File: config.mk
export PLATFORM = sky130hd
export DESIGN_NAME = alu_seq
export DESIGN_NICKNAME = d
export VERILOG_FILES = /design/src/rtl/alu_seq.sv
export SDC_FILE = /design/constraint.sdc
export NUM_CORES = 1
export LEC_CHECK = 0
export CAP_MARGIN = 20
export CORE_MARGIN = 2
export CORE_UTILIZATION = 55
export DETAILED_ROUTE_END_ITERATION = 10
export PLACE_DENSITY = 0.85
export SLEW_MARGIN = 20
export SYNTH_ARGS = -nofsm -noshare
export SYNTH_HDL_FRONTEND = slang
export SYNTH_SLANG_ARGS = --single-unit
File: constraint.sdc
create_clock -name clock -period 6.35 [get_ports clock]
set_input_delay 1.27 -clock clock [delete_from_list [all_inputs] [get_ports clock]]
set_output_delay 1.27 -clock clock [all_outputs]
set_load 0.02 [all_outputs]
File: src/rtl/alu_seq.sv
// ---------------------------------------------------------------------------
// alu_seq: multi-cycle unsigned ALU for the calculator datapath.
//   add / subtract finish at the accept edge; multiply (shift-add) and
//   divide (restoring) iterate one bit per clock for WIDTH clocks.
//
// Ports
//   clock          rising-edge clock
//   reset          synchronous, active-high; aborts any running operation
//   regA, regB     operands (A = dividend/multiplicand, B = divisor/multiplier)
//   opcode         00 add, 01 subtract, 10 multiply, 11 divide
//   computestrobe  start request, only looked at while idle
//   result         sum / difference / low product / quotient
//   remainder      division remainder, 0 for the other operations
//   ovf            carry / borrow / product overflow / divide-by-zero
//   busy           high while a multiply or divide is iterating
//   done           one-cycle pulse after result/remainder/ovf update
//   fsm_state      current state (0 IDLE, 1 MUL, 2 DIV) for observation
//
// Handshake: an operation is accepted on a rising edge where
// computestrobe=1 and the block is idle (busy=0). Strobes while busy are
// dropped, not queued. done is high for exactly the one cycle after the
// edge that wrote the outputs; that cycle is idle, so a new strobe there is
// accepted (back-to-back operation).
// ---------------------------------------------------------------------------
module alu_seq #(
  parameter int WIDTH = 8
) (
  input  logic             clock,
  input  logic             reset,
  input  logic [WIDTH-1:0] regA,
  input  logic [WIDTH-1:0] regB,
  input  logic [1:0]       opcode,
  input  logic             computestrobe,
  output logic [WIDTH-1:0] result,
  output logic [WIDTH-1:0] remainder,
  output logic             ovf,
  output logic             busy,
  output logic             done,
  output logic [1:0]       fsm_state
);

  localparam int CW = $clog2(WIDTH + 1);
  localparam logic [CW-1:0] ITER = CW'(WIDTH);

  typedef enum logic [1:0] {
    IDLE = 2'd0,
    MUL  = 2'd1,
    DIV  = 2'd2
  } state_t;

  state_t state;

  // Iteration registers, kept apart from the visible outputs so that the
  // previous result stays stable while an operation runs.
  logic [CW-1:0]      cnt;
  logic [2*WIDTH-1:0] acc;       // product accumulator
  logic [2*WIDTH-1:0] mcand;     // multiplicand, shifted left each step
  logic [WIDTH-1:0]   mplier;    // multiplier, shifted right each step
  logic [WIDTH-1:0]   divisor;
  logic [WIDTH-1:0]   part_rem;  // partial remainder
  logic [WIDTH-1:0]   quo;       // dividend bits shift out MSB-first, quotient bits shift in

  // Combinational step values
  logic [WIDTH:0]     add_sum;
  logic [WIDTH:0]     sub_diff;
  logic [2*WIDTH-1:0] mul_next;
  logic [WIDTH:0]     div_shift;
  logic [WIDTH:0]     div_trial;
  logic               div_ge;
  logic [WIDTH-1:0]   rem_next;
  logic [WIDTH-1:0]   quo_next;

  always_comb begin
    add_sum   = {1'b0, regA} + {1'b0, regB};
    sub_diff  = {1'b0, regA} - {1'b0, regB};   // MSB is the borrow
    mul_next  = acc + (mplier[0] ? mcand : '0);
    div_shift = {part_rem, quo[WIDTH-1]};
    div_trial = div_shift - {1'b0, divisor};
    // Partial remainder is always below the divisor, so the trial
    // difference is negative exactly when its top bit is set.
    div_ge    = ~div_trial[WIDTH];
    rem_next  = div_ge ? div_trial[WIDTH-1:0] : div_shift[WIDTH-1:0];
    quo_next  = {quo[WIDTH-2:0], div_ge};
  end

  assign fsm_state = state;

  always_ff @(posedge clock) begin
    if (reset) begin
      state     <= IDLE;
      result    <= '0;
      remainder <= '0;
      ovf       <= 1'b0;
      busy      <= 1'b0;
      done      <= 1'b0;
      cnt       <= '0;
      acc       <= '0;
      mcand     <= '0;
      mplier    <= '0;
      divisor   <= '0;
      part_rem  <= '0;
      quo       <= '0;
    end else begin
      done <= 1'b0;
      case (state)
        IDLE: begin
          if (computestrobe) begin
            case (opcode)
              2'b00: begin
                result    <= add_sum[WIDTH-1:0];
                ovf       <= add_sum[WIDTH];
                remainder <= '0;
                done      <= 1'b1;
              end
              2'b01: begin
                result    <= sub_diff[WIDTH-1:0];
                ovf       <= sub_diff[WIDTH];
                remainder <= '0;
                done      <= 1'b1;
              end
              2'b10: begin
                state  <= MUL;
                busy   <= 1'b1;
                cnt    <= ITER;
                acc    <= '0;
                mcand  <= {{WIDTH{1'b0}}, regA};
                mplier <= regB;
              end
              default: begin
                if (regB == '0) begin
                  // Divide by zero resolves immediately, no iteration.
                  result    <= '1;
                  remainder <= regA;
                  ovf       <= 1'b1;
                  done      <= 1'b1;
                end else begin
                  state    <= DIV;
                  busy     <= 1'b1;
                  cnt      <= ITER;
                  divisor  <= regB;
                  part_rem <= '0;
                  quo      <= regA;
                end
              end
            endcase
          end
        end

        MUL: begin
          acc    <= mul_next;
          mcand  <= mcand << 1;
          mplier <= mplier >> 1;
          cnt    <= cnt - 1'b1;
          if (cnt == CW'(1)) begin
            result    <= mul_next[WIDTH-1:0];
            ovf       <= |mul_next[2*WIDTH-1:WIDTH];
            remainder <= '0;
            busy      <= 1'b0;
            done      <= 1'b1;
            state     <= IDLE;
          end
        end

        DIV: begin
          part_rem <= rem_next;
          quo      <= quo_next;
          cnt      <= cnt - 1'b1;
          if (cnt == CW'(1)) begin
            result    <= quo_next;
            remainder <= rem_next;
            ovf       <= 1'b0;
            busy      <= 1'b0;
            done      <= 1'b1;
            state     <= IDLE;
          end
        end

        default: begin
          state <= IDLE;
          busy  <= 1'b0;
        end
      endcase
    end
  end

endmodule

# [Word-level counts from Yosys, hierarchy flattened]
# Cells that the tools add are included.
[totals] in_bits=21 elab_cells=111 out_inout_bits=21 register_bits=89
[classes] n_reduce_logical=18 n_eq_ne=17 bitwise_logic=3 n_mux=55 n_addsub=5
[ops] cell="8-bit two-way mux" n=17
[ops] cell="16-bit two-way mux" n=5
[ops] cell="8-bit case mux with 3 select lines" n=3
[ops] cell="16-bit case mux with 2 select lines" n=2
[ops] cell="8-bit case mux with 2 select lines" n=4
[ops] cell="16-bit adder" n=1
[ops] cell="4-bit case mux with 2 select lines" n=2
[ops] cell="4-bit AND reduction" n=4
[ops] cell="2-bit != test (second input constant)" n=7
[ops] cell="6-bit AND reduction" n=2
[ops] cell="8-bit by 8-bit adder with 9-bit output" n=1
[ops] cell="1-bit two-way mux" n=9
[ops] cell="8-bit by 8-bit subtractor with 9-bit output" n=1
[ops] cell="9-bit by 8-bit subtractor with 9-bit output" n=1
[ops] cell="8-bit logical NOT" n=1
[ops] cell="4-bit two-way mux" n=2
[ops] cell="1-bit case mux with 2 select lines" n=4
[ops] cell="2-bit case mux with 2 select lines" n=2
[ops] cell="8-bit OR reduction" n=1
[ops] cell="2-bit two-way mux" n=3
[ops] cell="1-bit case mux with 3 select lines" n=2
[ops] cell="2-bit nonzero test" n=3
[ops] cell="2-bit by 1-bit == test with 1-bit output (second input constant)" n=2
[ops] cell="2-bit == test (second input constant)" n=2
[ops] cell="other kinds (12)" n=17

# [Logic depth before layout (Yosys ltp)]
[logic_depth] word_depth=5 mapped_depth=12 mapped_depth_nobuf=12

# [Least setup slack after synthesis]
# OpenSTA, ideal clock, no wires.
[synth_timing] path_kind="input to register" from="input regA[0]" to="register result[6]" path_slack_ps=3036 arrival_time_ps=3244 path_stages=12 n_path_buf=0 setup_time_ps=70 t_required_ps=6280 cell_sequence="inv_1 ha_1 inv_1 fa_1 a21o_1 a21oi_1 nor2b_1 o311ai_0 o311ai_0 xnor2_1 a211o_1 a21oi_1"
[synth_via] elab_chain_cells=4 word_cells_on_any_way=5 classes_between="add/sub (2); mux (3)"
[synth_lines] element="from (decl)" line_no="30" text="input logic [WIDTH-1:0] regA,"
[synth_lines] element="8-bit by 8-bit subtractor with 9-bit output or 8-bit by 8-bit adder with 9-bit output (tied branches)" line_no="75, 74"
[synth_lines] element="8-bit case mux with 3 select lines *" line_no="108" text="case (opcode)"
[synth_lines] element="8-bit two-way mux *" line_no="107" text="if (computestrobe) begin"
[synth_lines] element="8-bit case mux with 3 select lines *" line_no="105" text="case (state)"
[synth_lines] element="to (signal assigned)" line_no="110" text="result <= add_sum[WIDTH-1:0];"
[synth_lines] element="to (signal assigned)" line_no="116" text="result <= sub_diff[WIDTH-1:0];"
[synth_lines] element="to (signal assigned)" line_no="155" text="result <= mul_next[WIDTH-1:0];"
[synth_lines] element="to (decl)" line_no="34" text="output logic [WIDTH-1:0] result,"
# Every way passes the cells marked *; elsewhere a longest branch is shown, timed or not. The select of a mux whose other input is x is not followed.
# A chain may end at the register's enable or synchronous reset.

# [Worst setup path after layout]
[layout_timing] from="input opcode[0]" to="register part_rem[7]"
[layout_via] elab_chain_cells=4 word_cells_on_any_way=6 classes_between="eq/ne (3); reduce/logical (3)"
[layout_lines] element="from (decl)" line_no="32" text="input logic [1:0] opcode,"
[layout_lines] element="2-bit == test, or another cell as far along" line_no="108"
[layout_lines] element="3-bit OR reduction (no line) *"
[layout_lines] element="2-bit != test (no line) *"
[layout_lines] element="4-bit AND reduction (no line) *"
[layout_lines] element="to (signal assigned)" line_no="165" text="part_rem <= rem_next;"
[layout_lines] element="to (decl)" line_no="60" text="logic [WIDTH-1:0] part_rem;"
# Every way passes the cells marked *; elsewhere a longest branch is shown, timed or not.

==> flow_metrics.env <==
export IMPL_synth_cell_types=59
export IMPL_worstReg2RegStart="mplier[0]$_SDFFE_PP0P_"
export IMPL_antenna_found_initial=0
export IMPL_ys_seq_area_share_pct=31.5
export IMPL_drtIter0Drc=450
export IMPL_syn_to_final_growth_pct=12.7
export IMPL_io_pins=42
export IMPL_yosys_warnings=0
export IMPL_dr_pass1_iters=7
export IMPL_grt_setup_unrepaired="false"
export IMPL_power_mw=1.61
export IMPL_ys_flop_type="dfxtp_1"
export IMPL_post_drt_via_cell_ratio=6.07
export IMPL_slew_viol_final=0
export IMPL_syn_avg_cell_area_um2=8.13
export IMPL_synth_seq_cells=89
export IMPL_cap_violations=0
export IMPL_initial_utilization_pct=55.8
export IMPL_synthCells=696
export IMPL_cts_made_buffers=9
export IMPL_min_from="result[3]$_SDFFE_PP0P_"
export IMPL_grt_max_degree=90
export IMPL_stdcell_count=856
export IMPL_min_to="result[3]$_SDFFE_PP0P_"
export IMPL_coreArea_um2=10100
export IMPL_dp_hpwl_um=10500
export IMPL_hold_ws_ps=461
export IMPL_p_leak_nw=2.48
export IMPL_fmax_mhz=246
export IMPL_vias=5195
export IMPL_rows=37
export IMPL_die_x_um=105
export IMPL_io_buffers=41
export IMPL_fin_crit_ps=4060
export IMPL_synth_area_leaders="dfxtp_1 (31%), ha_1 (9.9%), mux2i_1 (6.9%)"
export IMPL_fin_setup_tns_ps=0
export IMPL_cp_slowest_cell="clkdlybuf4s50_1"
export IMPL_synth_top_cell_by_area="dfxtp_1"
export IMPL_grt_overflow_total=0
export IMPL_finalWeightedCongestion=0.938
export IMPL_cts_tree="yes"
export IMPL_clock_root_buffer="clkbuf_8"
export IMPL_power_density_nw_per_um2=252
export IMPL_final_nets=786
export IMPL_clk_path_buf_depth=2
export IMPL_rrSetupSlack_ps=2580
export IMPL_endpoint_kind="flip-flop"
export IMPL_ir_drop_mv=0.169
export IMPL_num_antenna_cells=0
export IMPL_drc_errors=0
export IMPL_drive_gt1_share_pct=4.44
export IMPL_dp_cells=841
export IMPL_cts_repair_resized=0
export IMPL_cts_sinks=89
export IMPL_worstPathRequired_ps=6670
export IMPL_worstMarginPinSlew_ps=1070
export IMPL_die_y_um=105
export IMPL_ctsHoldBuffers=0
export IMPL_yosys_area_top_type_share_pct=31.5
export IMPL_cp_num_buf_inv=1
export IMPL_crit_path_start_kind="input port"
export IMPL_finClkSkew_ps=15.2
export IMPL_grt_use_total_pct=27.3
export IMPL_post_route_period_util_pct=63.9
export IMPL_h_tree_depth=3
export IMPL_drt_wl_total_um=14900
export IMPL_grt_pass1_vias=4984
export IMPL_path_cells="clkdlybuf4s50_1 -> nand4_1 -> a21oi_1 -> a21o_1 -> nand2_1 -> a2bb2oi_1 -> nor2_1"
export IMPL_synth_cell_area_um2=5660
export IMPL_worstSetupPathType="input port to flip-flop"
export IMPL_worstPathArrival_ps=4380
export IMPL_status="complete, no violations"
export IMPL_synth_edf_count=0
export IMPL_routedWlPerCell_um=17.4
export IMPL_slew_headroom_pct=28.4
export IMPL_r2r_end="ovf$_SDFFE_PP0P_"
export IMPL_r2r_cells=12
export IMPL_grt_pass1_wl_um=24400
export IMPL_postRouteAntennaNets=0
export IMPL_die_area_um2=11100
export IMPL_syn_num_nets=766
export IMPL_critPathTopFamily="compound AO/OA/AOI/OAI gates"
export IMPL_setup_violations=0
export IMPL_min_path_cells=2
export IMPL_clkLatencyLatePin_ps=390
export IMPL_cts_setup_buffers=0
export IMPL_hold_path_class="flip-flop to flip-flop"
export IMPL_async_flop_share_pct=0
export IMPL_clkTransAtPathRegs_ps=90
export IMPL_finalHoldViolCount=0
export IMPL_cp_max_fo=19
export IMPL_slowest_delay_ps=900
## cells by family (layout without fill, tap and decap cells)
group,Yosys count,count (layout),synth area share (%)
xor+xnor,22,22,3.54
fa+ha+maj,49,49,11.4
flops,89,89,31.5
compound gates,190,190,22.8
simple gates,230,230,18.7
buf+inv,76,100,5.06
mux,40,40,7.09
## state kept, by name (all words and copies together) (netlist names), 8 cells and up
name,cells
acc,16
divisor,8
mcand,16
mplier,8
part_rem,8
quo,8
remainder,8
result,8
## cell usage after synthesis, types with 5 or more instances
master / number
a211oi_1: 33
a21o_1: 8
a21oi_1: 59
a22oi_1: 8
a2bb2oi_1: 13
a32oi_1: 5
and2_1: 15
clkbuf_1: 34
dfxtp_1: 89
ha_1: 45
inv_1: 38
mux2i_1: 39
nand2_1: 58
nand2b_1: 12
nand3_1: 21
nor2_1: 85
nor2b_1: 6
nor3_1: 13
o21a_1: 5
o21ai_0: 17
xnor2_1: 14
xor2_1: 7
## cell usage in the layout, fill, tap and decap left out, drive strengths merged, types with 5 or more instances in the layout
master	count
o21ai	19
nand2b	12
a211oi	33
xnor2	14
mux2i	39
nor2	85
a32oi	5
clkdlybuf4s50	40
dfxtp	89
and2	15
nor3	13
a22oi	8
ha	45
a21oi	61
nor2b	6
nand3	21
a2bb2oi	13
xor2	8
o21a	5
buf	6
inv	38
a21o	8
nand2	59
clkbuf	9
## per-layer routing
metal / up-vias / global-route usage [%] / share of wire, %
met5: - / 0 / 0
li1: 2524 / - / -
met3: 38 / 6.99 / 7.7
met1: 2427 / 35.5 / 43
met2: 206 / 44.0 / 46
met4: 0 / 9.33 / 2.8
## worst max-delay path by stage
| stage | startpoint | to | slack [ps] | cells past startpoint |
|---|---|---|---|---|
| 2_1_floorplan | regA[0] | result[6]$_SDFFE_PP0P_ | 3040 | 12 |
| 3_3_place_gp | opcode[0] | part_rem[2]$_SDFFE_PP0P_ | 2130 | 7 |
| 3_5_place_dp | opcode[0] | part_rem[6]$_SDFFE_PP0P_ | 2010 | 7 |
| 4_1_cts | opcode[0] | part_rem[7]$_SDFFE_PP0P_ | 2370 | 7 |
| 5_1_grt | opcode[0] | part_rem[7]$_SDFFE_PP0P_ | 2090 | 7 |
| 6_report | opcode[0] | part_rem[7]$_SDFFE_PP0P_ | 2290 | 7 |
## report_power, final
group / internal [mW] / switching [mW] / total, mW
Clock: 0.258 / 0.206 / 0.464
Combinational: 0.203 / 0.295 / 0.498
Sequential: 0.610 / 0.0368 / 0.647
Total: 1.07 / 0.538 / 1.61
## per-stage QoR
step	setup WS, ps	cell area, µm²	util [%]
after global placement	2130	6150	60.7
after global routing	2090	6380	62.9
after CTS	2370	6380	62.9
after floorplan	3040	5660	-
after detailed placement	2010	6150	60.7
final	2290	6380	62.9
## layout make-up
cell class / instances / area, µm²
inverter: 39 / 146
fill: 846 / 3760
sequential: 89 / 1780
timing repair buffer: 46 / 443
clock inverter: 6 / 108
tap: 136 / 170
clock buffer: 9 / 124
multi-input combinational: 531 / 3610
## worst min-delay path: stages (launching register included)
cell	delay (ps)
dfxtp_1	320
nand2_1	50
a21oi_1	50
Note: power is estimated with default switching activity, not from simulation.
